<file path="src/rtl/spm_pkg.sv">
// Shared definitions for the serial-parallel multiplier controller: FSM encoding,
// default operand width and the counter-width helper.
package spm_pkg;

  localparam int SPM_SIZE_DEFAULT = 8;

  typedef enum logic [1:0] {
    ST_IDLE  = 2'd0,
    ST_CLEAR = 2'd1,
    ST_RUN   = 2'd2,
    ST_DONE  = 2'd3
  } spm_state_e;

  // Counter must reach 2*size inclusive (final product capture cycle).
  function automatic int spm_cnt_width(input int size);
    return $clog2(2 * size + 1);
  endfunction

endpackage

</file>
<file path="src/rtl/spm_ctrl_shreg.sv">
// Right-shifting register with parallel load: PISO via ser_o, SIPO via ser_i.
// shifted_o is the value the register takes on a shift, so callers can grab it same-edge.
module spm_ctrl_shreg #(
  parameter int W = 8
) (
  input  logic         clk,
  input  logic         rst_n,
  input  logic         load_i,
  input  logic [W-1:0] load_val_i,
  input  logic         shift_i,
  input  logic         ser_i,
  output logic [W-1:0] q_o,
  output logic [W-1:0] shifted_o,
  output logic         ser_o
);

  logic [W-1:0] sh_q;
  logic [W-1:0] sh_d;

  genvar gi;
  generate
    for (gi = 0; gi < W; gi++) begin : g_bit
      if (gi == W - 1) begin : g_top
        assign shifted_o[gi] = ser_i;
      end else begin : g_low
        assign shifted_o[gi] = sh_q[gi+1];
      end
    end
  endgenerate

  always_comb begin
    sh_d = sh_q;
    if (load_i) begin
      sh_d = load_val_i;
    end else if (shift_i) begin
      sh_d = shifted_o;
    end
  end

  always_ff @(posedge clk or negedge rst_n) begin
    if (!rst_n) begin
      sh_q <= '0;
    end else begin
      sh_q <= sh_d;
    end
  end

  assign q_o   = sh_q;
  assign ser_o = sh_q[0];

endmodule

</file>
<file path="src/rtl/spm_ctrl.sv">
// Controller for an external registered serial-parallel multiplier: feeds the
// multiplier bits LSB first, collects 2*SIZE product bits and presents the product.
module spm_ctrl
  import spm_pkg::*;
#(
  parameter int SIZE = SPM_SIZE_DEFAULT
) (
  input  logic              clk,
  input  logic              rst,
  input  logic              start,
  input  logic [SIZE-1:0]   mc,
  input  logic [SIZE-1:0]   mp,
  output logic              busy,
  output logic              done,
  output logic [2*SIZE-1:0] prod,
  output logic [SIZE-1:0]   spm_x,
  output logic              spm_y,
  output logic              spm_clr,
  input  logic              spm_p
);

  localparam int CW = spm_cnt_width(SIZE);
  localparam logic [CW-1:0] CNT_LAST = CW'(2 * SIZE);
  localparam logic [CW-1:0] CNT_YEND = CW'(SIZE);

  spm_state_e        state_q, state_d;
  logic [CW-1:0]     cnt_q, cnt_d;
  logic [SIZE-1:0]   x_q, x_d;
  logic [2*SIZE-1:0] prod_q, prod_d;

  logic              accept;
  logic              mp_shift;
  logic              pr_shift;
  logic              mp_ser;
  logic [SIZE-1:0]   mp_q;
  logic [SIZE-1:0]   mp_next;
  logic              pr_ser;
  logic [2*SIZE-1:0] pr_q;
  logic [2*SIZE-1:0] pr_next;
  logic              unused_ok;

  spm_ctrl_shreg #(.W(SIZE)) u_mp_shreg (
    .clk        (clk),
    .rst_n      (rst),
    .load_i     (accept),
    .load_val_i (mp),
    .shift_i    (mp_shift),
    .ser_i      (1'b0),
    .q_o        (mp_q),
    .shifted_o  (mp_next),
    .ser_o      (mp_ser)
  );

  // Shadow register: product bits enter at the MSB, so bit 0 lands at the LSB after 2*SIZE shifts.
  spm_ctrl_shreg #(.W(2 * SIZE)) u_pr_shreg (
    .clk        (clk),
    .rst_n      (rst),
    .load_i     (1'b0),
    .load_val_i ('0),
    .shift_i    (pr_shift),
    .ser_i      (spm_p),
    .q_o        (pr_q),
    .shifted_o  (pr_next),
    .ser_o      (pr_ser)
  );

  assign unused_ok = ^{mp_q, mp_next, pr_q, pr_ser};

  always_comb begin
    state_d  = state_q;
    cnt_d    = cnt_q;
    x_d      = x_q;
    prod_d   = prod_q;
    accept   = 1'b0;
    mp_shift = 1'b0;
    pr_shift = 1'b0;
    busy     = 1'b0;
    done     = 1'b0;
    spm_y    = 1'b0;
    case (state_q)
      ST_IDLE: begin
        if (start) begin
          accept  = 1'b1;
          state_d = ST_CLEAR;
        end
      end
      ST_CLEAR: begin
        busy    = 1'b1;
        cnt_d   = '0;
        state_d = ST_RUN;
      end
      ST_RUN: begin
        busy  = 1'b1;
        cnt_d = cnt_q + CW'(1);
        if (cnt_q < CNT_YEND) begin
          spm_y    = mp_ser;
          mp_shift = 1'b1;
        end
        // spm_p lags spm_y by one cycle, so nothing useful arrives at cnt=0.
        if (cnt_q != '0) begin
          pr_shift = 1'b1;
        end
        if (cnt_q == CNT_LAST) begin
          prod_d  = pr_next;
          cnt_d   = '0;
          state_d = ST_DONE;
        end
      end
      ST_DONE: begin
        done = 1'b1;
        if (start) begin
          accept  = 1'b1;
          state_d = ST_CLEAR;
        end else begin
          state_d = ST_IDLE;
        end
      end
      default: state_d = ST_IDLE;
    endcase
    if (accept) begin
      x_d = mc;
    end
  end

  always_ff @(posedge clk or negedge rst) begin
    if (!rst) begin
      state_q <= ST_IDLE;
      cnt_q   <= '0;
      x_q     <= '0;
      prod_q  <= '0;
    end else begin
      state_q <= state_d;
      cnt_q   <= cnt_d;
      x_q     <= x_d;
      prod_q  <= prod_d;
    end
  end

  // Held in clear while reset is asserted so the multiplier never leaves reset dirty.
  assign spm_clr = (state_q == ST_CLEAR) | ~rst;
  assign spm_x   = x_q;
  assign prod    = prod_q;

endmodule

</file>
<file path="config.mk">
export PLATFORM = sky130hd
export DESIGN_NAME = spm_ctrl
export DESIGN_NICKNAME = d
export VERILOG_FILES = /design/src/rtl/spm_pkg.sv /design/src/rtl/spm_ctrl_shreg.sv /design/src/rtl/spm_ctrl.sv
export SDC_FILE = /design/constraint.sdc
export NUM_CORES = 1
export LEC_CHECK = 0
export BUFFER_PORTS_ARGS = -buffer_cell sky130_fd_sc_hd__buf_2
export CORE_MARGIN = 1.5
export CORE_UTILIZATION = 50
export CTS_CLUSTER_DIAMETER = 30
export DETAILED_ROUTE_END_ITERATION = 10
export PLACE_DENSITY_LB_ADDON = 0.15
export SLEW_MARGIN = 10
export SYNTH_ARGS = -nofsm -noshare
export SYNTH_HDL_FRONTEND = slang
export SYNTH_SLANG_ARGS = --single-unit
</file>
<file path="constraint.sdc">
create_clock -name clk -period 2.07 [get_ports clk]
set_input_delay 0.1035 -clock clk [delete_from_list [all_inputs] [get_ports clk]]
set_output_delay 0.1035 -clock clk [all_outputs]
set_load 0.05 [all_outputs]
</file>
==> results of run 1 <==
==> area by class of cell <==
class	instances	area [sq um]	share of cell area
multi-input combinational	100	938	0.331
clock inverter	2	38.8	0.0137
tap	52	65.1	0.0229
timing repair buffer	59	340	0.120
sequential	54	1350	0.476
inverter	6	22.5	0.00793
clock buffer	6	82.6	0.0291
==> cells in the mapped netlist (all sizes together) <==
cell	instances
clkbuf	3
mux2i	9
nand2	10
inv	6
nand3	2
a21o	1
or2	1
nand4bb	1
o22ai	2
a31o	1
o21ai	10
nor2	1
and3	1
dfrtp	54
nor2b	3
nand2b	4
a21oi	1
buf	5
and2	1
nor3b	1
ha	7
a221oi	1
mux2	40
o2bb2ai	3
==> routing by layer <==
layer | global-route usage | vias to the layer above
met3 | 0.0450 | 4
li1 | - | 694
met5 | 0 | -
met2 | 0.294 | 27
met1 | 0.215 | 731
met4 | 0.0608 | 0
==> through the flow <==
| stage | cell area [sq um] | hold slack (ns) |
|---|---|---|
| final | 2840 | 0.00537 |
| after global routing | 2840 | 0.00886 |
| after CTS | 2810 | 0.00271 |
| after detailed placement | 2640 | 0.313 |
| after global placement | 2640 | 0.304 |
| after floorplan | 2370 | -0.192 |
==> power by group <==
group / internal, mW / switching, mW
Clock: 0.398 / 0.335
Combinational: 0.631 / 0.990
Sequential: 1.32 / 0.161
==> state kept, by name (all words and copies together), names as in the netlist <==
| signal | count |
|---|---|
| prod | 16 |
| u_pr_shreg.q_o | 15 |
| spm_x | 8 |
| u_mp_shreg.q_o | 8 |
| cnt_q | 5 |
| state_q | 2 |
==> tightest hold or removal path, stage by stage <==
cell and delay, ns:
buf_2 0.08, nand2_1 0.03, o21ai_0 0.06
==> cell families (layout without fill, tap and decap cells) <==
logic type | after synthesis | count (layout)
compound gates | 19 | 19
fa+ha+maj | 7 | 7
buf+inv | 14 | 73
flops | 54 | 54
mux | 49 | 49
simple gates | 25 | 25
==> cell usage in the layout, fill, tap and decap left out, types with 2 or more instances in the layout <==
cell type	n
mux2i_1	9
dlygate4sd3_1	5
buf_2	46
mux2_4	10
ha_2	2
o22ai_1	2
clkbuf_8	6
ha_1	5
nand2b_1	4
o21ai_0	10
nand3_1	2
inv_1	6
buf_4	8
nand2_1	10
mux2_2	30
o2bb2ai_1	3
nor2b_1	3
dfrtp_1	54
==> timing repair <==
item | 4_1_cts | 5_1_grt
setup endpoints to repair | 1 | 1
hold endpoints to repair | 57 | 0
hold buffers | 5 | 0
resized for setup | 1 | 1
setup buffers | 0 | 3
==> worst paths after layout <==
path	end	slack, ns	depth (start not counted)
worst max-delay path	spm_y	0.17	6
worst min-delay path	u_mp_shreg.q_o[5]$_DFFE_PN0P_	0.005	3
worst max register to register	spm_x[0]$_DFFE_PN0P_	0.28	5
worst min register to register	prod[3]$_DFFE_PN0P_	0.51	1
max in group asynchronous	state_q[1]$_DFFE_PN0P_	1.12	3
min in group asynchronous	spm_x[7]$_DFFE_PN0P_	0.50	3
==> metrics.cfg, run 1 <==
[floorplan]
die_area_sq_mm = 0.00515
start_util = 0.532
num_io_pins = 48
die_h_microns = 71.8
coreArea_sq_mm = 0.00444
num_rows = 24
die_x_microns = 71.8

[clock_tree]
cts-root-buf = clkbuf_8
cts_buffers = 5
cts.sinks = 54
clkTransAtPathRegs_ns = 0.10
h-tree-depth = 2
clockBufferDepth = 2
cts_tree = built
insertion_delay_ns = 0.30

[timing]
fin_ws_ns = 0.170
slew_headroom = 0.558
fmax_mhz = 526
hold_violations = 0
worst_pin_slew_ns = 0.663
skew_ns = 0.0119
slew_viol_final = 0
rsz0062_at_grt = no
final-setup-viol-count = 0
post-route-period-util = 0.918
tns_ns = 0
fin_crit_ns = 1.90

[layout]
nets = 253
diodes = 0
syn_to_final_growth_pct = 20.1
fill_cells = 330
post-route-util = 0.639
layoutNonFillerInstCount = 279
drive_gt1_frac = 0.467

[min_path]
hold_class = in2reg
hold_start = mp[5]

[critical_path]
crit_path_top_delay_cell = dfrtp_1
end_kind = output port
critPathKind = reg2out
critPathRequiredTime_ns = 1.97
crit_start = state_q[0]$_DFFE_PN0P_
cp_num_buf_inv = 3
critical_path_arrival_ns = 1.80
timing.rr.start = state_q[0]$_DFFE_PN0P_
startpoint_type = flop
critical_path.cell_chain = inv_1 > ha_2 > nor3b_1 > buf_4 > and2_1 > buf_4
cp_top_family = buffers and inverters
crit_path_frequent_cell = buf_4
cpPeakStageDelay_ns = 0.41
cp_max_fo = 6

[outcome]
violations = design-rule violations
run_status = complete, but fails checks

[drt]
ant_nets = 0
drt-total-wl_microns = 4170
wire_per_inst_microns = 14.9
num_vias = 1456
vias_per_cell = 5.22
dr.pass1.iters = 7
drc = 3
wl_met2_microns = 2130
drt_iter0_markers = 59
dr_wl_met3_microns = 130
dr.max_layer_used = met4
wl_met1_microns = 1860

[synthesis]
synth_compound_area_frac = 0.0503
syn_area_per_cell_sq_um = 14.1
synth.cell_area_sq_mm = 0.00236
syn_nets = 195
synth-seq-cells = 54
synthAdderAreaFrac = 0.0370
yosysSeqAreaShare = 0.571
yosysUniqueCellTypes = 27
yosys_warnings = 0
synth_top_cell_area_share = 0.571
synth_top_family_by_area = multiplexers
yosys.area_share.simple = 0.0630
synth.area.top_cells = dfrtp_1 (57%), mux2_2 (14%), mux2_4 (6.3%)
synth_mux_area_frac = 0.244
synthCells = 168
synth_top_area_cell = dfrtp_1
synth-xor-area-share = 0

[global_route]
grt_pass1_wl_microns = 6850
grt_antenna_before_repair = 0
overflow = 0
grt_usage = 0.173
grt_pass1_vias = 1514
grt_start_max_net_pins = 55

[placed_design]
hpwl_microns = 2920
gp_congestion = 0.851
placed_cells = 263
port_buffers = 47
place_ws_ns = 0.237

[power_and_ir_drop]
p_per_area_mw_per_mm2 = 1350
power.total_mw = 3.84
p_leak_nw = 1.47
max-vdd-ir-drop_mv = 1.02

[job]
drv_cap = 0

Note: power is estimated with default switching activity, not from simulation.
==> run 2, diff against run 1 <==
--- a/config.mk
+++ b/config.mk
@@ -10,6 +10,7 @@
 export CORE_UTILIZATION = 50
 export CTS_CLUSTER_DIAMETER = 30
 export DETAILED_ROUTE_END_ITERATION = 10
+export MAX_ROUTING_LAYER = met4
 export PLACE_DENSITY_LB_ADDON = 0.15
 export SLEW_MARGIN = 10
 export SYNTH_ARGS = -nofsm -noshare
==> metrics.cfg, run 2 (synthesis gave the netlist of run 1 again) <==
[timing]
tns_ns = 0  ; unchanged
fmax_mhz = 526  ; about the same
post-route-period-util = 0.919  ; was 0.918
skew_ns = 0.0125  ; was 0.0119 ns
slew_viol_final = 0  ; unchanged
worst_pin_slew_ns = 0.661  ; was 0.663 ns
rsz0062_at_grt = no  ; unchanged
fin_crit_ns = 1.90  ; about the same
slew_headroom = 0.559  ; was 0.558
hold_violations = 0  ; unchanged
final-setup-viol-count = 0  ; unchanged

[placed_design]
hpwl_microns = 2920  ; unchanged
port_buffers = 47  ; unchanged
gp_congestion = 0.864  ; was 0.851
placed_cells = 263  ; unchanged

[critical_path]
critPathRequiredTime_ns = 1.97  ; about the same
r2r_slack_ns = 0.27  ; was 0.28 ns
r2r_end = spm_x[0]$_DFFE_PN0P_  ; unchanged
timing.rr.start = state_q[0]$_DFFE_PN0P_  ; unchanged
crit_start = state_q[0]$_DFFE_PN0P_  ; unchanged
end_kind = output port  ; unchanged
critPathKind = reg2out  ; unchanged
startpoint_type = flop  ; unchanged
endpoint = spm_y  ; unchanged
cp_max_fo = 6  ; unchanged
r2r_cells = 5  ; unchanged
critical_path_arrival_ns = 1.80  ; about the same

[drt]
num_vias = 1462  ; was 1456
ant_nets = 0  ; unchanged
vias_per_cell = 5.24  ; was 5.22
drt-total-wl_microns = 4170  ; about the same
wire_per_inst_microns = 14.9  ; about the same
dr.pass1.iters = 7  ; unchanged
drt_iter0_markers = 57  ; was 59
drc = 3  ; unchanged

[outcome]
violations = design-rule violations  ; unchanged
run_status = complete, but fails checks  ; unchanged

[layout]
final_common_cell = dfrtp_1  ; unchanged
diodes = 0  ; unchanged
nets = 253  ; unchanged
layout_common_cells = dfrtp_1 (54), buf_2 (46), mux2_2 (30)  ; unchanged
largest_reg_flops = 16  ; unchanged
syn_to_final_growth_pct = 20.1  ; unchanged
layoutNonFillerInstCount = 279  ; unchanged
drive_gt1_frac = 0.467  ; unchanged

[floorplan]
coreArea_sq_mm = 0.00444  ; unchanged
start_util = 0.532  ; unchanged
die_h_microns = 71.8  ; unchanged
num_io_pins = 48  ; unchanged
die_area_sq_mm = 0.00515  ; unchanged
num_rows = 24  ; unchanged
die_x_microns = 71.8  ; unchanged

[clock_tree]
h-tree-depth = 2  ; unchanged
clockBufferDepth = 2  ; unchanged
clkTransAtPathRegs_ns = 0.10  ; about the same
cts_buffers = 5  ; unchanged
insertion_delay_ns = 0.30  ; about the same
cts-root-buf = clkbuf_8  ; unchanged
cts_tree = built  ; unchanged
cts.sinks = 54  ; unchanged

[global_route]
met2_usage = 0.295  ; was 0.294
grt_start_max_net_pins = 55  ; unchanged
grt_pass1_wl_microns = 6840  ; was 6850 microns
grt.busiest_layer = met2  ; unchanged
grt_usage = 0.179  ; was 0.173
met1_usage = 0.214  ; was 0.215
overflow = 0  ; unchanged
met3_usage = 0.0450  ; unchanged
grt_pass1_vias = 1516  ; was 1514
grt_antenna_before_repair = 0  ; unchanged

[job]
drv_cap = 0  ; unchanged

[power_and_ir_drop]
max-vdd-ir-drop_mv = 1.02  ; about the same
p_leak_nw = 1.47  ; unchanged
p_per_area_mw_per_mm2 = 1350  ; about the same

[min_path]
hold_class = in2reg  ; unchanged

[run 2: cell counts in the layout (fill, tap and decap cells not counted)]
No cell type changed its count.
[run 2: routing by layer]
metal  vias up  routed length (microns)
met3         4                      132
met5         -                        0
li1        694                        -
met2        29                     2110
met4         0                       48
met1       735                     1870
[run 2: where the power goes]
group	switching, mW	leakage, nW	internal (mW)	total [mW]
clock	0.335	0.0618	0.398	0.733
sequential	0.161	0.707	1.32	1.48
combinational	0.992	0.703	0.631	1.62
[run 2: per-stage QoR]
stage | worst slack (ns) | power [mW] | util | area (sq um) | hold slack [ns]
5_1_grt | 0.0205 | 4.09 | 0.639 | 2840 | 0.00887
3_3_place_gp | 0.325 | 2.99 | 0.594 | 2640 | 0.304
6_report | 0.167 | 3.84 | 0.639 | 2840 | 0.00476
2_1_floorplan | 0.0564 | 2.73 | - | 2370 | -0.192
4_1_cts | 0.0327 | 3.83 | 0.633 | 2810 | 0.00271
3_5_place_dp | 0.237 | 3.08 | 0.594 | 2640 | 0.313
[run 2: how the worst min path moves through the flow]
stage | slack, ns | cells past startpoint | to | from
global route | 0.009 | 3 | u_mp_shreg.q_o[2]$_DFFE_PN0P_ | mp[2]
finish | 0.005 | 3 | u_mp_shreg.q_o[5]$_DFFE_PN0P_ | mp[5]
detailed placement | 0.31 | 3 | u_mp_shreg.q_o[4]$_DFFE_PN0P_ | mp[4]
floorplan | -0.19 | 0 | cnt_q[0]$_DFFE_PN0P_ | rst
CTS | 0.003 | 3 | u_mp_shreg.q_o[5]$_DFFE_PN0P_ | mp[5]
global placement | 0.30 | 2 | u_mp_shreg.q_o[4]$_DFFE_PN0P_ | rst
[run 2: final cells by class]
class	count	area, sq um
multi-input combinational	100	938
clock inverter	2	38.8
timing repair buffer	59	340
inverter	6	22.5
tap	52	65.1
fill	330	1610
sequential	54	1350
clock buffer	6	82.6
[run 2: timing repair]
item / CTS / global route
hold buffers: 5 / 0
setup buffers: 0 / 3
endpoints found under the hold margin: 57 / 0
setup endpoints to repair: 1 / 1
pin swaps: 0 / 0
resized for setup: 1 / 1
[run 2: critical path, stage by stage, from the launching register on]
cell     delay, ns
dfrtp_1       0.41
inv_1         0.16
ha_2          0.26
nor3b_1       0.20
buf_4         0.16
and2_1        0.12
buf_4         0.19
